## config.mk

```make
export PLATFORM = sky130hd
export DESIGN_NAME = rv32i_alu_arbiter
export DESIGN_NICKNAME = d
export VERILOG_FILES = /design/src/rtl/rv32i_alu_arbiter.sv
export SDC_FILE = /design/constraint.sdc
export NUM_CORES = 1
export LEC_CHECK = 0
export CAP_MARGIN = 30
export CORE_MARGIN = 2
export CORE_UTILIZATION = 43
export CTS_CLUSTER_SIZE = 12
export DETAILED_ROUTE_END_ITERATION = 16
export PLACE_DENSITY = 0.86
export SETUP_SLACK_MARGIN = 0.4
export SLEW_MARGIN = 20
export SYNTH_ARGS = -nofsm -noshare
export SYNTH_HDL_FRONTEND = slang
export SYNTH_SLANG_ARGS = --single-unit
export TNS_END_PERCENT = 10
```

## constraint.sdc

```tcl
create_clock -name clk -period 4.9 [get_ports clk]
set_input_delay 0.98 -clock clk [delete_from_list [all_inputs] [get_ports clk]]
set_output_delay 0.98 -clock clk [all_outputs]
set_load 0.03 [all_outputs]
```

## src/rtl/rv32i_alu_arbiter.sv

```systemverilog
// Two-requester front end for one shared combinational RV32I ALU.
// Operands are registered into the ALU, and the result is captured into a held response.
module rv32i_alu_arbiter #(
  parameter int XLEN      = 32,
  parameter int OP_W      = 4,
  parameter bit RR_ENABLE = 1'b1
) (
  input  logic            clk,
  input  logic            rst_n,
  input  logic [1:0]      req_valid,
  output logic [1:0]      req_ready,
  input  logic [OP_W-1:0] req0_op,
  input  logic [XLEN-1:0] req0_a,
  input  logic [XLEN-1:0] req0_b,
  input  logic [OP_W-1:0] req1_op,
  input  logic [XLEN-1:0] req1_a,
  input  logic [XLEN-1:0] req1_b,
  output logic [1:0]      rsp_valid,
  input  logic [1:0]      rsp_ready,
  output logic [XLEN-1:0] rsp_result,
  output logic [2:0]      rsp_flags,
  output logic [OP_W-1:0] alu_op,
  output logic [XLEN-1:0] alu_a,
  output logic [XLEN-1:0] alu_b,
  input  logic [XLEN-1:0] alu_result,
  input  logic            alu_zero,
  input  logic            alu_negative,
  input  logic            alu_overflow,
  output logic            busy
);

  typedef enum logic [1:0] {
    IDLE = 2'd0,
    EXEC = 2'd1,
    RESP = 2'd2
  } state_t;

  state_t          state_q, state_d;
  logic            owner_q, owner_d;
  logic            last_grant_q, last_grant_d;
  logic [OP_W-1:0] alu_op_q, alu_op_d;
  logic [XLEN-1:0] alu_a_q, alu_a_d;
  logic [XLEN-1:0] alu_b_q, alu_b_d;
  logic [XLEN-1:0] rsp_result_q, rsp_result_d;
  logic [2:0]      rsp_flags_q, rsp_flags_d;
  logic [1:0]      rsp_valid_q, rsp_valid_d;

  logic winner;
  logic grant;

  always_comb begin
    winner = 1'b0;
    unique case (req_valid)
      2'b10:   winner = 1'b1;
      2'b11:   winner = RR_ENABLE ? ~last_grant_q : 1'b0;
      default: winner = 1'b0;
    endcase
    grant = (state_q == IDLE) && (|req_valid);
  end

  // Gated by rst_n so no requester sees an acceptance while reset is held.
  assign req_ready = (grant && rst_n) ? (2'b01 << winner) : 2'b00;

  // NOTE: every _d gets its hold value first so no path through the case infers a latch.
  always_comb begin
    state_d      = state_q;
    owner_d      = owner_q;
    last_grant_d = last_grant_q;
    alu_op_d     = alu_op_q;
    alu_a_d      = alu_a_q;
    alu_b_d      = alu_b_q;
    rsp_result_d = rsp_result_q;
    rsp_flags_d  = rsp_flags_q;
    rsp_valid_d  = rsp_valid_q;

    unique case (state_q)
      IDLE: begin
        if (grant) begin
          state_d  = EXEC;
          owner_d  = winner;
          alu_op_d = winner ? req1_op : req0_op;
          alu_a_d  = winner ? req1_a  : req0_a;
          alu_b_d  = winner ? req1_b  : req0_b;
        end
      end
      EXEC: begin
        rsp_result_d = alu_result;
        rsp_flags_d  = {alu_overflow, alu_negative, alu_zero};
        rsp_valid_d  = 2'b01 << owner_q;
        state_d      = RESP;
      end
      RESP: begin
        if (rsp_ready[owner_q]) begin
          rsp_valid_d  = 2'b00;
          last_grant_d = owner_q;
          state_d      = IDLE;
        end
      end
      default: state_d = IDLE;
    endcase
  end

  // NOTE: state registers use non-blocking assignments so all flops update together at the edge.
  always_ff @(posedge clk or negedge rst_n) begin
    if (!rst_n) begin
      state_q      <= IDLE;
      owner_q      <= 1'b0;
      last_grant_q <= 1'b1;
      alu_op_q     <= '0;
      alu_a_q      <= '0;
      alu_b_q      <= '0;
      rsp_result_q <= '0;
      rsp_flags_q  <= '0;
      rsp_valid_q  <= '0;
    end else begin
      state_q      <= state_d;
      owner_q      <= owner_d;
      last_grant_q <= last_grant_d;
      alu_op_q     <= alu_op_d;
      alu_a_q      <= alu_a_d;
      alu_b_q      <= alu_b_d;
      rsp_result_q <= rsp_result_d;
      rsp_flags_q  <= rsp_flags_d;
      rsp_valid_q  <= rsp_valid_d;
    end
  end

  assign alu_op     = alu_op_q;
  assign alu_a      = alu_a_q;
  assign alu_b      = alu_b_q;
  assign rsp_result = rsp_result_q;
  assign rsp_flags  = rsp_flags_q;
  assign rsp_valid  = rsp_valid_q;
  assign busy       = (state_q != IDLE);

endmodule
```

# == After elaboration in Yosys (flattened, before gate mapping) ==
# Index checks and enable logic that the tools add are counted.
# word_totals
reg_bits,109
input_bits,177
# classes
magnitude_cmp,1
eq_ne,6
n_shift,2
mux,11
n_bitwise,1
n_reduce_logical,10
# op_table
op,count
$mux W32,2
$reduce_and A2 Y1,4
$eq A2 B2 Y1 const B,3
$mux W2,3
$pmux W2 S3,1
$mux W4,1
$ne A2 B2 Y1 const B,2
$pmux W2 S2,1
$reduce_bool A2 Y1,2
$shl A1 B1 Y2 const A,2
$eq A2 B1 Y1 const B,1
$logic_and A1 B1 Y1,2
$logic_not A2 Y1,1
$lt A1 B2 Y1 const B,1
$mux W1,2
$pmux W1 S2,1
$reduce_or A2 Y1,1
$not A1 Y1,1

# == Depth between registers and ports, before layout ==
# Gate-level depths: netlist of run 1.
# depth
ltp_word,4
ltp_mapped,5

# == Worst setup path before layout of run 1 ==
# OpenSTA, ideal clock, no wires.
# synth_timing
path_type,input port to output port
from,in req_valid[1]
to,out req_ready[1]
arrival_ns,2.155
required_ns,3.920
slack_ns,1.765
stages,4
cell_sequence,a21bo_1 > buf_6 > buf_6 > nor3_1
# synth_between
elab_chain_len,4
word_cells_on_any_way,8
classes_between,eq/ne: 2; shift: 1; mux: 2; reduce/logical: 3
# synth_rtl
element,line,rtl
start: declaration,10,"input logic [1:0] req_valid,"
$eq A2 B2 Y1 / $reduce_or A2 Y1 (equally long branches),"53, 58",
$pmux W1 S2 / $logic_and A1 B1 Y1 (equally long branches),"53, 58",
$shl A1 B1 Y2 / $logic_and A1 B1 Y1 (equally long branches),62,assign req_ready = (grant && rst_n) ? (2'b01 << winner) : 2'b00;
$mux W2 *,62,
end: declaration,11,"output logic [1:0] req_ready,"
# Every way passes the cells marked *; elsewhere a longest branch is shown, timed or not.

# == Worst setup path in the final report of run 1 ==
# layout_timing
from,in req_valid[0]
to,out req_ready[0]
# Same word-level chain as after synthesis.

==> results.yml, run 1 <==
route:
  ant_nets: 0
  wl_per_cell_um: 17.5
  drc: 0
  routed_via_density: 4.77
  drtIter0Drc: 95
  drt-pass1-iter-count: 3
  drt_wl_total_mm: 13.7
  num_vias: 3741
sta:
  rsz0062_at_grt: "no"
  tightest_slew_ns: 0.958
  fin_crit_sh: 0.784
  finalClockSkew_ns: 0.00666
  period_needed_ns: 3.84
  hold_viol: 0
  slew_viol_final: 0
  fmax_mhz: 260
  fin_setup_tns_ns: 0
  setup_viol: 0
  max_slew_margin: 0.360
pwr:
  vdd_ir_drop_max_v: 0.000331
  p_leak_nw: 3.85
  powerDensity_nw_per_um2: 665
synthesis:
  synth.distinct_cells: 25
  synthTopCellsByArea: "dfrtp_1 49%, mux2_4 37%, mux2_2 7.6%"
  yosys-top-cells-count: "134 x mux2_4, 108 x dfrtp_1, 37 x mux2_2"
  synth_top_family_by_area: "multiplexers"
  synth-compound-area-share: 0.0132
  synth_edf_count: 0
  synth_largest_area_cell: "dfrtp_1"
  muxShareOfSynthArea: 0.441
  synth-async-reset-ratio: 1.00
  synth_fa_ha_area_frac: 0
  avgSynthCellArea_um2: 16.8
  synth_nets: 505
  synth_xor_xnor_area_share: 0
  synthFlopType: "dfrtp_1"
  synthCells: 328
  yosys.area.top_type_share: 0.491
  synthSimpleGateAreaFrac: 0.0130
  ys_ff_latch: 109
  synth_area_um2: 5500
  yosys_warnings: 0
  synth.yosys.seq_area_share: 0.496
  yosysMostFrequentCell: "mux2_4"
die:
  ios: 285
  start_util: 0.438
  dieArea_um2: 13700
  num_rows: 41
  die_w_um: 117
  coreArea_um2: 12600
  die_h_um: 117
clock_network:
  h-tree-depth: 3
  ctsResizeCount: 0
  cts_made_buffers: 9
  clock_sinks: 109
  worstSkewPairLatency_ns: 0.34
  post_cts_buffers: 0
  cts_buffer_depth: 2
  path_clk_slew_ns: 0.07
  cts_hold_buf: 0
  cts_tree: "done"
  cts-root-buf: "clkbuf_16"
global_route:
  grt_pass1_wl_mm: 20.4
  grt_overflow_total: 0
  grt_antenna_before_repair: 0
  track_usage: 0.196
  grt_pass1_vias: 3937
  grt_max_degree: 62
finish:
  fin_area_um2: 8720
  layout.cells.non_filler: 784
  fin_nets: 784
  utilization: 0.694
  drive_gt1_frac: 0.315
  area_growth_pct: 58.4
  antenna_cells: 0
  fill_cells: 899
setup_path:
  arrival_ns: 2.86
  crit_fanout: 21
  worstSetupPathType: "primary input to output port"
  cp-start-kind: "primary input"
  critPathRequiredTime_ns: 3.92
  end_kind: "output port"
placed_design:
  place_area_um2: 8420
  hpwl_mm: 10.6
  port_buffers: 284
  placedCellCount: 768
  globalplace.congestion: 0.767
min_path:
  min_path_type: "primary input to asynchronous set/reset pin"
outcome:
  status: "completed"
run:
  max-cap-violations: 0
-- sequential cells by signal, indices dropped and copies added, names as in the netlist --
signal and flops:
alu_b 32, rsp_flags 3, rsp_valid 2, rsp_result 32
owner_q 1, state_q 2, alu_a 32, alu_op 4
last_grant_q 1
-- critical path, cell delays in order --
cell             delay, ns
clkdlybuf4s50_1       0.52
a21bo_4               0.40
and3_1                0.22
clkdlybuf4s50_1       0.73
-- worst paths after layout --
check / from / endpoint / slack [ns] / cells after the start
worst max-delay path: req_valid[0] / req_ready[0] / 1.06 / 4
worst min-delay path: rst_n / alu_a[18] / 0.51 / 1
worst max register to register: state_q[1] / alu_a[6] / 2.35 / 4
worst min register to register: rsp_result[2] / rsp_result[2] / 0.51 / 1
max in group asynchronous: rst_n / alu_a[11] / 3.34 / 2
min in group clk: rsp_result[2] / rsp_result[2] / 0.51 / 1
-- kinds of logic after synthesis --
family                 Yosys count
multiplexers                   171
AO/OA/AOI/OAI                   11
flip-flops                     109
AND/OR/NAND/NOR                 14
buffers and inverters           23
-- where the power goes --
| part | internal [mW] | switching [mW] |
|---|---|---|
| combinational | 1.77 | 1.64 |
| clock | 0.424 | 0.301 |
| sequential | 1.37 | 0.286 |
-- placed cells by master (no fill, tap or decap), types with 2 or more instances in the layout --
cell type / Yosys / final
a21oi_1: 3 / 3
buf_4: 7 / 5
clkbuf_1: 0 / 3
clkbuf_16: 0 / 9
clkbuf_8: 0 / 2
clkdlybuf4s50_1: 0 / 283
dfrtp_1: 108 / 108
inv_1: 3 / 3
mux2_2: 37 / 37
mux2_4: 134 / 134
nand2_1: 2 / 2
nand2b_1: 2 / 2
nor2_1: 4 / 4
o21ai_0: 2 / 2
-- area by class of cell --
type | count | area, um^2 | share of cell area
inverter | 3 | 11.3 | 0.00129
timing repair buffer | 288 | 2870 | 0.329
clock buffer | 14 | 264 | 0.0303
multi-input combinational | 196 | 2590 | 0.298
tap | 172 | 215 | 0.0247
sequential | 109 | 2730 | 0.313
clock inverter | 2 | 35.0 | 0.00402
-- through the flow --
step | setup slack [ns] | hold WS, ns | power (mW)
6_report | 1.06 | 0.506 | 5.80
5_1_grt | 1.00 | 0.506 | 6.07
4_1_cts | 1.05 | 0.498 | 5.86
3_5_place_dp | 1.06 | 0.492 | 5.10
3_3_place_gp | 1.06 | 0.487 | 5.02
2_1_floorplan | 1.77 | 0.509 | 3.81
-- per-layer routing --
layer / global-route usage / part of all wire / vias to the layer above
li1: - / - / 1727
met1: 0.214 / 0.37 / 1814
met2: 0.354 / 0.52 / 177
met3: 0.0556 / 0.085 / 23
met4: 0.0878 / 0.027 / 0
met5: 0 / 0 / -
Power figures use the tool's default switching activity.
==> run 2, diff against run 1 <==
- CORE_UTILIZATION: 43 -> 40
- PLACE_DENSITY: 0.86 -> 0.81
- clock period: 4.9 -> 3.91 ns (I/O delays scaled with it)
==> results.yml, run 2 (synthesis gave the netlist of run 1 again) <==
setup_path:
  cp-start-kind: "primary input"
  critPathTopFamily: "buffers and inverters"
  end_kind: "output port"
  cp.buffers_inverters: 2
  crit_top_cell: "clkdlybuf4s50_1"
  critPathRequiredTime_ns: 3.13
  arrival_ns: 2.44
  crit_fanout: 4
  cp_cell_sequence: "clkdlybuf4s50_1 -> a21bo_4 -> nor3_1 -> clkdlybuf4s50_1"
  slowest_stage: "clkdlybuf4s50_1"
  cpPeakStageDelay_ns: 0.72
  worstSetupPathType: "primary input to output port"
die:
  ios: 285
  num_rows: 42
  start_util: 0.412
  dieArea_um2: 14700
  coreArea_um2: 13300
  die_w_um: 121
  die_h_um: 121
clock_network:
  path_clk_slew_ns: 0.08
  post_cts_buffers: 0
  h-tree-depth: 3
  ctsResizeCount: 0
  cts-root-buf: "clkbuf_16"
  clock_sinks: 109
  worstSkewPairLatency_ns: 0.34
  cts_hold_buf: 0
  cts_made_buffers: 9
  cts_buffer_depth: 2
  cts_tree: "done"
pwr:
  power_switching_mw: 2.84
  p_comb_frac: 0.593
  vdd_ir_drop_max_v: 0.000442
  intPower_mw: 4.39
  swShare: 0.393
  total_power_mw: 7.23
  clkPwrFrac: 0.120
  powerDensity_nw_per_um2: 829
  seqPwrFrac: 0.287
  p_leak_nw: 3.85
sta:
  hold_viol: 0
  slew_viol_final: 0
  fin_setup_tns_ns: 0
  period_needed_ns: 3.23
  rsz0062_at_grt: "no"
  setup_viol: 0
  tightest_slew_ns: 0.770
  finalWorstSetupSlack_ns: 0.685
  finalClockSkew_ns: 0.00810
  max_slew_margin: 0.487
  fmax_mhz: 310
  fin_crit_sh: 0.825
finish:
  drive_gt1_frac: 0.322
  area_growth_pct: 58.6
  layout.cells.non_filler: 791
  fin_nets: 787
  antenna_cells: 0
  final_common_cell: "clkdlybuf4s50_1"
  utilization: 0.654
  layout_common_cells: "283 x clkdlybuf4s50_1, 134 x mux2_4, 108 x dfrtp_1"
route:
  ant_nets: 0
  wl_per_cell_um: 17.8
  drc: 0
  routed_via_density: 4.73
  drt_wl_total_mm: 14.1
  drt-pass1-iter-count: 6
  num_vias: 3741
  drtIter0Drc: 139
global_route:
  track_usage: 0.190
  grt_antenna_before_repair: 0
  grt_pass1_vias: 4164
  grt_pass1_wl_mm: 21.6
  grt_overflow_total: 0
  grt_max_degree: 53
outcome:
  status: "completed"
placed_design:
  pre_cts_slack_ns: 0.676
  port_buffers: 284
  hpwl_mm: 11.0
  placedCellCount: 775
  globalplace.congestion: 0.772
run:
  max-cap-violations: 0
min_path:
  min_path_type: "primary input to asynchronous set/reset pin"
run 2: area by class of cell:
cell class                 count  area (um^2)
clock buffer                  11          243
clock inverter                 5         41.3
fill                         998         4620
inverter                       3         11.3
multi-input combinational    196         2590
sequential                   109         2730
tap                          176          220
timing repair buffer         291         2890
run 2: routing by layer:
| metal | vias to the layer above | GRT usage | part of all wire | wire (um) |
|---|---|---|---|---|
| li1 | 1734 | - | - | - |
| met1 | 1819 | 0.211 | 0.37 | 5240 |
| met2 | 176 | 0.354 | 0.52 | 7410 |
| met3 | 12 | 0.0587 | 0.092 | 1300 |
| met4 | 0 | 0.0424 | 0.012 | 163 |
| met5 | - | 0 | 0 | 0 |
run 2: worst paths after layout:
kind                                  end  cells after the start     startpoint  slack [ns]
setup / recovery             req_ready[1]                      4   req_valid[1]        0.68
hold / removal              rsp_result[4]                      1          rst_n        0.31
setup reg to reg                 alu_b[1]                      4   last_grant_q        1.82
hold reg to reg             rsp_result[2]                      1  rsp_result[2]        0.51
max in group asynchronous  rsp_result[20]                      3          rst_n        2.12
min in group clk            rsp_result[2]                      1  rsp_result[2]        0.51
run 2: through the flow:
| step | cell area, um^2 | hold slack (ns) |
|---|---|---|
| after CTS | 8730 | 0.303 |
| after floorplan | 5500 | 0.486 |
| after global placement | 8440 | 0.489 |
| after detailed placement | 8440 | 0.495 |
| final | 8730 | 0.312 |
| after global routing | 8730 | 0.307 |
run 2: power groups by stage:
| stage | combinational (mW) | clock [mW] | sequential, mW |
|---|---|---|---|
| finish | 4.29 | 0.868 | 2.07 |
| global route | 4.48 | 0.944 | 2.15 |
| CTS | 4.34 | 0.896 | 2.08 |
| detailed placement | 4.33 | 0 | 2.08 |
| global placement | 4.26 | 0 | 2.05 |
| floorplan | 1.61 | 0 | 3.16 |
